==> config.mk <==
export PLATFORM = sky130hd
export DESIGN_NAME = cond_ctrl_fsm_flat
export DESIGN_NICKNAME = d
export VERILOG_FILES = /design/src/rtl/cond_ctrl_if.sv /design/src/rtl/cond_ctrl_fsm.sv /design/src/flat_wrapper.sv
export SDC_FILE = /design/constraint.sdc
export NUM_CORES = 1
export LEC_CHECK = 0
export CAP_MARGIN = 20
export CORE_ASPECT_RATIO = 0.8
export CORE_MARGIN = 2
export CORE_UTILIZATION = 51
export DETAILED_ROUTE_END_ITERATION = 8
export DONT_BUFFER_PORTS = 1
export HOLD_SLACK_MARGIN = 0.08
export PLACE_DENSITY = 0.68
export SLEW_MARGIN = 20
export SYNTH_ARGS = -nofsm -noshare
export SYNTH_HDL_FRONTEND = slang
export SYNTH_SLANG_ARGS = --single-unit
==> constraint.sdc <==
create_clock -name clk -period 5.23 [get_ports clk]
set_input_delay 0.523 -clock clk [delete_from_list [all_inputs] [get_ports clk]]
set_output_delay 0.523 -clock clk [all_outputs]
set_load 0.05 [all_outputs]
==> src/rtl/cond_ctrl_if.sv <==
// Control-side bundle between the multicycle controller and the datapath/memory.
// The controller drives the selects and strobes; opcode and memReady come back in.
interface cond_ctrl_if #(parameter int OP_W = 4);
   logic [OP_W-1:0] op;
   logic            memReady;
   logic            memReq;
   logic            IRWrite;
   logic            AdrSrc;
   logic            ALUSrcB;
   logic [1:0]      ALUOp;
   logic            ResultSrc;
   logic            flagUpdate;
   logic            PCS;
   logic            regW;
   logic            memWriteSrc;
   logic            PCWrite;
   logic            illegal;
   logic            memTimeout;

   modport master (
      input  op, memReady,
      output memReq, IRWrite, AdrSrc, ALUSrcB, ALUOp, ResultSrc, flagUpdate,
             PCS, regW, memWriteSrc, PCWrite, illegal, memTimeout
   );

   modport slave (
      output op, memReady,
      input  memReq, IRWrite, AdrSrc, ALUSrcB, ALUOp, ResultSrc, flagUpdate,
             PCS, regW, memWriteSrc, PCWrite, illegal, memTimeout
   );
endinterface

==> src/rtl/cond_ctrl_fsm.sv <==
// Multicycle fetch/decode/execute controller producing the strobes consumed by condLogic,
// with a saturating memory-wait watchdog that aborts stalled accesses back to FETCH.
module cond_ctrl_fsm #(
   parameter int OP_W    = 4,
   parameter int TIMEOUT = 15
) (
   input  logic          clk,
   input  logic          rst_n,
   cond_ctrl_if.master   bus
);
   localparam int CNT_W = $clog2(TIMEOUT + 1);

   localparam logic [OP_W-1:0] OP_ADD  = OP_W'(0);
   localparam logic [OP_W-1:0] OP_SUB  = OP_W'(1);
   localparam logic [OP_W-1:0] OP_AND  = OP_W'(2);
   localparam logic [OP_W-1:0] OP_OR   = OP_W'(3);
   localparam logic [OP_W-1:0] OP_ADDI = OP_W'(4);
   localparam logic [OP_W-1:0] OP_CMP  = OP_W'(5);
   localparam logic [OP_W-1:0] OP_LDR  = OP_W'(6);
   localparam logic [OP_W-1:0] OP_STR  = OP_W'(7);
   localparam logic [OP_W-1:0] OP_B    = OP_W'(8);
   localparam logic [OP_W-1:0] OP_NOP  = OP_W'(15);

   typedef enum logic [3:0] {
      FETCH, DECODE, EXEC, ALUWB, CMPF, MEMADR, MEMRD, MEMWB, MEMWR, BRANCH
   } state_t;

   state_t          state, nextState;
   logic            active;
   logic [CNT_W-1:0] waitCnt, nextCnt;
   logic [OP_W-1:0] opReg;
   logic            waitState, done, timeoutHit;

   // active holds every output low until the first clock after reset release
   always_ff @(posedge clk or negedge rst_n) begin
      if (!rst_n) begin
         state   <= FETCH;
         active  <= 1'b0;
         waitCnt <= '0;
         opReg   <= '0;
      end else begin
         state   <= nextState;
         active  <= 1'b1;
         waitCnt <= nextCnt;
         if (state == DECODE) opReg <= bus.op;
      end
   end

   assign waitState  = active && (state == FETCH || state == MEMRD || state == MEMWR);
   assign done       = waitState && bus.memReady;
   assign timeoutHit = waitState && !bus.memReady && (waitCnt == CNT_W'(TIMEOUT));

   always_comb begin
      nextState       = state;
      bus.memReq      = waitState && !timeoutHit;
      bus.IRWrite     = 1'b0;
      bus.AdrSrc      = 1'b0;
      bus.ALUSrcB     = 1'b0;
      bus.ALUOp       = 2'b00;
      bus.ResultSrc   = 1'b0;
      bus.flagUpdate  = 1'b0;
      bus.PCS         = 1'b0;
      bus.regW        = 1'b0;
      bus.memWriteSrc = 1'b0;
      bus.PCWrite     = 1'b0;
      bus.illegal     = 1'b0;
      bus.memTimeout  = timeoutHit;

      case (state)
         FETCH: begin
            if (done) begin
               bus.IRWrite = 1'b1;
               bus.PCWrite = 1'b1;
               nextState   = DECODE;
            end
         end
         DECODE: begin
            case (bus.op)
               OP_ADD, OP_SUB, OP_AND, OP_OR, OP_ADDI: nextState = EXEC;
               OP_CMP:          nextState = CMPF;
               OP_LDR, OP_STR:  nextState = MEMADR;
               OP_B:            nextState = BRANCH;
               OP_NOP:          nextState = FETCH;
               default: begin
                  bus.illegal = 1'b1;
                  nextState   = FETCH;
               end
            endcase
         end
         // ALU control comes from the opcode latched in DECODE, not the live IR field
         EXEC: begin
            case (opReg)
               OP_SUB:  bus.ALUOp = 2'b01;
               OP_AND:  bus.ALUOp = 2'b10;
               OP_OR:   bus.ALUOp = 2'b11;
               OP_ADDI: bus.ALUSrcB = 1'b1;
               default: bus.ALUOp = 2'b00;
            endcase
            nextState = ALUWB;
         end
         ALUWB: begin
            bus.regW  = 1'b1;
            nextState = FETCH;
         end
         CMPF: begin
            bus.ALUOp      = 2'b01;
            bus.flagUpdate = 1'b1;
            nextState      = FETCH;
         end
         MEMADR: begin
            bus.ALUSrcB = 1'b1;
            nextState   = (opReg == OP_STR) ? MEMWR : MEMRD;
         end
         MEMRD: begin
            bus.AdrSrc = 1'b1;
            if (done)            nextState = MEMWB;
            else if (timeoutHit) nextState = FETCH;
         end
         MEMWB: begin
            bus.regW      = 1'b1;
            bus.ResultSrc = 1'b1;
            nextState     = FETCH;
         end
         MEMWR: begin
            bus.AdrSrc      = 1'b1;
            bus.memWriteSrc = !timeoutHit;
            if (done || timeoutHit) nextState = FETCH;
         end
         BRANCH: begin
            bus.PCS   = 1'b1;
            nextState = FETCH;
         end
         default: nextState = FETCH;
      endcase
   end

   // Wait counter restarts on every state change, completion or abort and saturates
   always_comb begin
      nextCnt = waitCnt;
      if (nextState != state || done || timeoutHit)
         nextCnt = '0;
      else if (bus.memReq && !bus.memReady && waitCnt != CNT_W'(TIMEOUT))
         nextCnt = waitCnt + CNT_W'(1);
   end
endmodule

==> src/flat_wrapper.sv <==
// flat-port wrapper written by rule: the top's interface ports become plain ports
module cond_ctrl_fsm_flat 
#(
   parameter int OP_W    = 4,
   parameter int TIMEOUT = 15
)
  (clk, rst_n, bus_op, bus_memReady, bus_memReq, bus_IRWrite, bus_AdrSrc, bus_ALUSrcB, bus_ALUOp, bus_ResultSrc, bus_flagUpdate, bus_PCS, bus_regW, bus_memWriteSrc, bus_PCWrite, bus_illegal, bus_memTimeout);
  cond_ctrl_if #(.OP_W(OP_W)) bus_i ();
  input  logic clk;
  input  logic rst_n;
  input wire logic [$bits(bus_i.op)-1:0] bus_op;
  input wire logic [$bits(bus_i.memReady)-1:0] bus_memReady;
  output wire logic [$bits(bus_i.memReq)-1:0] bus_memReq;
  output wire logic [$bits(bus_i.IRWrite)-1:0] bus_IRWrite;
  output wire logic [$bits(bus_i.AdrSrc)-1:0] bus_AdrSrc;
  output wire logic [$bits(bus_i.ALUSrcB)-1:0] bus_ALUSrcB;
  output wire logic [$bits(bus_i.ALUOp)-1:0] bus_ALUOp;
  output wire logic [$bits(bus_i.ResultSrc)-1:0] bus_ResultSrc;
  output wire logic [$bits(bus_i.flagUpdate)-1:0] bus_flagUpdate;
  output wire logic [$bits(bus_i.PCS)-1:0] bus_PCS;
  output wire logic [$bits(bus_i.regW)-1:0] bus_regW;
  output wire logic [$bits(bus_i.memWriteSrc)-1:0] bus_memWriteSrc;
  output wire logic [$bits(bus_i.PCWrite)-1:0] bus_PCWrite;
  output wire logic [$bits(bus_i.illegal)-1:0] bus_illegal;
  output wire logic [$bits(bus_i.memTimeout)-1:0] bus_memTimeout;
  assign bus_i.op = bus_op;
  assign bus_i.memReady = bus_memReady;
  assign bus_memReq = bus_i.memReq;
  assign bus_IRWrite = bus_i.IRWrite;
  assign bus_AdrSrc = bus_i.AdrSrc;
  assign bus_ALUSrcB = bus_i.ALUSrcB;
  assign bus_ALUOp = bus_i.ALUOp;
  assign bus_ResultSrc = bus_i.ResultSrc;
  assign bus_flagUpdate = bus_i.flagUpdate;
  assign bus_PCS = bus_i.PCS;
  assign bus_regW = bus_i.regW;
  assign bus_memWriteSrc = bus_i.memWriteSrc;
  assign bus_PCWrite = bus_i.PCWrite;
  assign bus_illegal = bus_i.illegal;
  assign bus_memTimeout = bus_i.memTimeout;
  cond_ctrl_fsm #(.OP_W(OP_W), .TIMEOUT(TIMEOUT)) u_core (.clk(clk), .rst_n(rst_n), .bus(bus_i));
endmodule
# == Yosys cells after proc, flatten, opt, wreduce, memory -nomap -nowiden ==
# Cells that the tools add are included.
# totals
regBits,13
# op_classes
addsub,1
n_eq_ne,26
n_mux,23
n_reduce_logical,22
# ops
cell,n
$eq A4 B3 Y1 const B,10
$mux W4,7
$eq A4 B2 Y1 const B,6
$pmux W4 S6,1
$eq A4 B4 Y1 const B,5
$pmux W4 S4,1
$eq A4 B1 Y1 const B,3
$mux W1,11
$reduce_or A10 Y1,1
$logic_not A4 Y1,2
$logic_and A1 B1 Y1,7
$pmux W2 S3,1
$reduce_or A2 Y1,3
$logic_or A1 B1 Y1,5
$reduce_or A5 Y1,1
$add A4 B1 Y4 const B,1
$ne A4 B4 Y1,1
$ne A4 B4 Y1 const B,1
$pmux W2 S2,1
$logic_not A1 Y1,2
$pmux W1 S2,1
$reduce_bool A2 Y1,1

# == Logic depth before layout (Yosys ltp) ==
# depth
word_depth,13
ltp_mapped,6
ltp_nobuf,5

# == Worst setup path after synthesis ==
# OpenSTA, ideal clock, no wires.
# synth_timing
path_kind,register -> output
startpoint,register u_core.waitCnt[0]
endpoint,output port bus_memWriteSrc
arrival_time_ns,3.550
required_ns,4.707
path_slack_ns,1.157
stages_incl_launch_ff,5
n_path_buf,1
path_cell_list,dfrtp_1 > ha_1 > and4b_1 > clkbuf_1 > a2111oi_0
# synth_via
elab_chain_cells,4
# synth_rtl
element,line_no,text
"start, declared",cond_ctrl_fsm.sv:30,"logic [CNT_W-1:0] waitCnt, nextCnt;"
"start signal, assigned",cond_ctrl_fsm.sv:44,waitCnt <= nextCnt;
$eq A4 B4 Y1,cond_ctrl_fsm.sv:51,assign timeoutHit = waitState && !bus.memReady && (waitCnt == CNT_W'(TIMEOUT));
$logic_and A1 B1 Y1,cond_ctrl_fsm.sv:51,
$logic_not A1 Y1,cond_ctrl_fsm.sv:126,bus.memWriteSrc = !timeoutHit;
$mux W1,cond_ctrl_fsm.sv:69,case (state)
"end, declared",flat_wrapper.sv:22,output wire logic [$bits(bus_i.memWriteSrc)-1:0] bus_memWriteSrc;
# No other way between the ends.

# == Worst setup path after layout ==
# layout_timing
startpoint,register u_core.state[1]
endpoint,output port bus_AdrSrc
# layout_via
elab_chain_cells,3
elab_cells_between_ends,4
cone_classes,2 x eq/ne; 1 x mux; 1 x reduce/logical
# layout_rtl
element,line_no,text
"start, declared",cond_ctrl_fsm.sv:28,"state_t state, nextState;"
"start signal, assigned",cond_ctrl_fsm.sv:42,state <= nextState;
$eq A4 B4 Y1 or $eq A4 B3 Y1 (tied branches),cond_ctrl_fsm.sv:69,
$reduce_or A2 Y1 (no line) (*),-,
$mux W1 (*),cond_ctrl_fsm.sv:69,
"end, declared",flat_wrapper.sv:15,output wire logic [$bits(bus_i.AdrSrc)-1:0] bus_AdrSrc;
# Mark *: on every way between the ends. The rest lies on a longest branch, timed or not.

==> impl_metrics.ini <==
[worst_setup_path]
rrSetupSlack_ns = 3.07
max_stage_delay_ns = 0.85
crit_chain = nor2_1, nand2_1, a21oi_1
worstPathRequired_ns = 4.71
critical_path.max_fanout = 17
cp_slowest_cell = a21oi_1
cp.arrival_ns = 2.21
worst_setup_path_start_kind = flip-flop
critPathCaptureType = primary output
crit_type = flip-flop to primary output

[global_routing]
grt_use_total = 0.233
grt_pass1_wl_um = 4050
grt_max_degree = 19
grt_pass1_vias = 914
antenna_found_initial = 0
gr-total-overflow = 0

[floorplan]
ioPinCount = 21
coreArea_mm2 = 0.00189
die_y_um = 44.0
start_util = 0.540
row_count = 14
die_area_mm2 = 0.00238
die_w_um = 54.0

[sta]
period_needed_ns = 2.74
setup_violations = 0
fmax_mhz = 365
relSlewSlack = 0.311
fin_tns_setup_ns = 0
drv_slew = 0
clock_skew_ns = 0.000394
tightestPinTransition_ns = 1.04
rsz0062_at_grt = no
final_hold_viol_count = 0
post-route-period-util = 0.523

[yosys]
syn_avg_cell_area_um2 = 8.10
yosysWarnings = 0
ys_ff_latch = 13
synth_top_area_share = 0.319
synthesis.area_mm2 = 0.00102
async_reset_ff_frac = 1.00
synth_edf_count = 0
ys_types = 44
ys_seq_area_frac = 0.319
syn_nets = 134
synthTopCellsByArea = dfrtp_1 (32%), nand2_1 (7.0%), a21oi_1 (4.4%)
synth_area_leader_cell = dfrtp_1
synth_flop_cell = dfrtp_1
syn_inst = 126

[routing]
vias = 963
avgViaCountPerCell = 6.34
drc = 0
wire_per_inst_um = 16.3
drtIter0Drc = 25
dr.pass1.iters = 4
routed_wl_um = 2480
ant_nets = 0

[finish]
n_antenna_cell = 0
final_nets = 137
final_common_cell = nand2_1
syn_to_final_growth_pct = 8.46
nFillCells = 181
final_cell_mix = nand2_1 (19), dfrtp_1 (13), a21oi_1 (9)
drive_above_1_share = 0.109

[power]
p_leak_nw = 0.464
total_power_uw = 522
p_per_area_mw_per_mm2 = 471
ir_drop_mv = 0.276

[clock_network]
clk_path_buf_depth = 2
cts_tree = done
post-cts-setup-buffers = 0
numCtsBuffers = 3
cts_resized = 0
worstSkewPairLatency_ns = 0.26
postCtsHoldBufs = 1
htree_levels = 1
path_clk_slew_ns = 0.07
cts_root_buf = clkbuf_4
cts_sinks = 13

[placed_design]
dp_hpwl_um = 1850
place.gp.congestion = 0.860
port_buffers = 0

[outcome]
status = complete, no violations

[job]
drv_cap = 0

[min_path]
hp-class = primary input to flip-flop
## layer usage
metal  track usage  wire length (um)
met5             0                 0
met4        0.0900                21
met3        0.0304               164
met2         0.327               994
met1         0.365              1300
## cells in the mapped netlist (3+ instances only)
| library cell | number |
|---|---|
| nand2b_1 | 3 |
| inv_1 | 3 |
| nor3_1 | 4 |
| dfrtp_1 | 13 |
| and4b_1 | 3 |
| nor2_1 | 8 |
| nand2_1 | 19 |
| clkbuf_1 | 7 |
| nor4_1 | 5 |
| nand3_1 | 3 |
| nand3b_1 | 6 |
| nor2b_1 | 3 |
| a21oi_1 | 9 |
## final timing paths
path | from | endpoint | cells past startpoint
max in group asynchronous | rst_n | u_core.state[1] | 1
worst max-delay path | u_core.state[1] | bus_AdrSrc | 3
worst min-delay path | bus_op[3] | u_core.state[2] | 1
min in group asynchronous | rst_n | u_core.waitCnt[2] | 1
worst max register to register | u_core.state[3] | u_core.waitCnt[2] | 3
worst min register to register | u_core.opReg[0] | u_core.opReg[0] | 2
## flip-flops by register name, indices dropped and copies added, names as in the netlist
name	flops
u_core.active	1
u_core.waitCnt	4
u_core.opReg	4
u_core.state	4
## metrics by stage
stage	hold slack, ns	utilization	setup slack [ns]	instances	area (um2)
2_1_floorplan	0.227	-	1.16	126	1020
5_1_grt	0.335	0.585	2.39	152	1110
3_3_place_gp	0.228	0.566	2.87	147	1070
3_5_place_dp	0.228	0.566	2.80	147	1070
6_report	0.349	0.585	2.49	152	1110
4_1_cts	0.343	0.585	2.50	152	1110
## power by group
group	leakage [nW]	total (mW)	switching (mW)	internal, mW
clock	0.0150	0.0587	0.0292	0.0295
combinational	0.280	0.273	0.188	0.0852
sequential	0.169	0.190	0.0622	0.128
total	0.464	0.522	0.279	0.242
## cell families after synthesis
family | synth area share
simple gates | 0.375
compound gates | 0.228
flops | 0.319
buf+inv | 0.0441
fa+ha+maj | 0.0123
other cells | 0.00367
xor+xnor | 0.00858
mux | 0.00980
## critical path: cells and delay by family, from the launching register on
kind | cells | cell delay [ns]
AOI/OAI and AO/OA | 1 | 0.85
and+or+nand+nor | 2 | 0.55
DFF | 1 | 0.55
## area by class of cell
type | instances | area, um2 | share of cell area
clock buffers | 4 | 26.3 | 0.0237
inverters | 3 | 11.3 | 0.0102
multi-input cells | 102 | 663 | 0.599
flip-flops and latches | 13 | 325 | 0.294
well taps | 24 | 30.0 | 0.0271
repair buffers | 6 | 51.3 | 0.0463
Note: power is estimated with default switching activity, not from simulation.
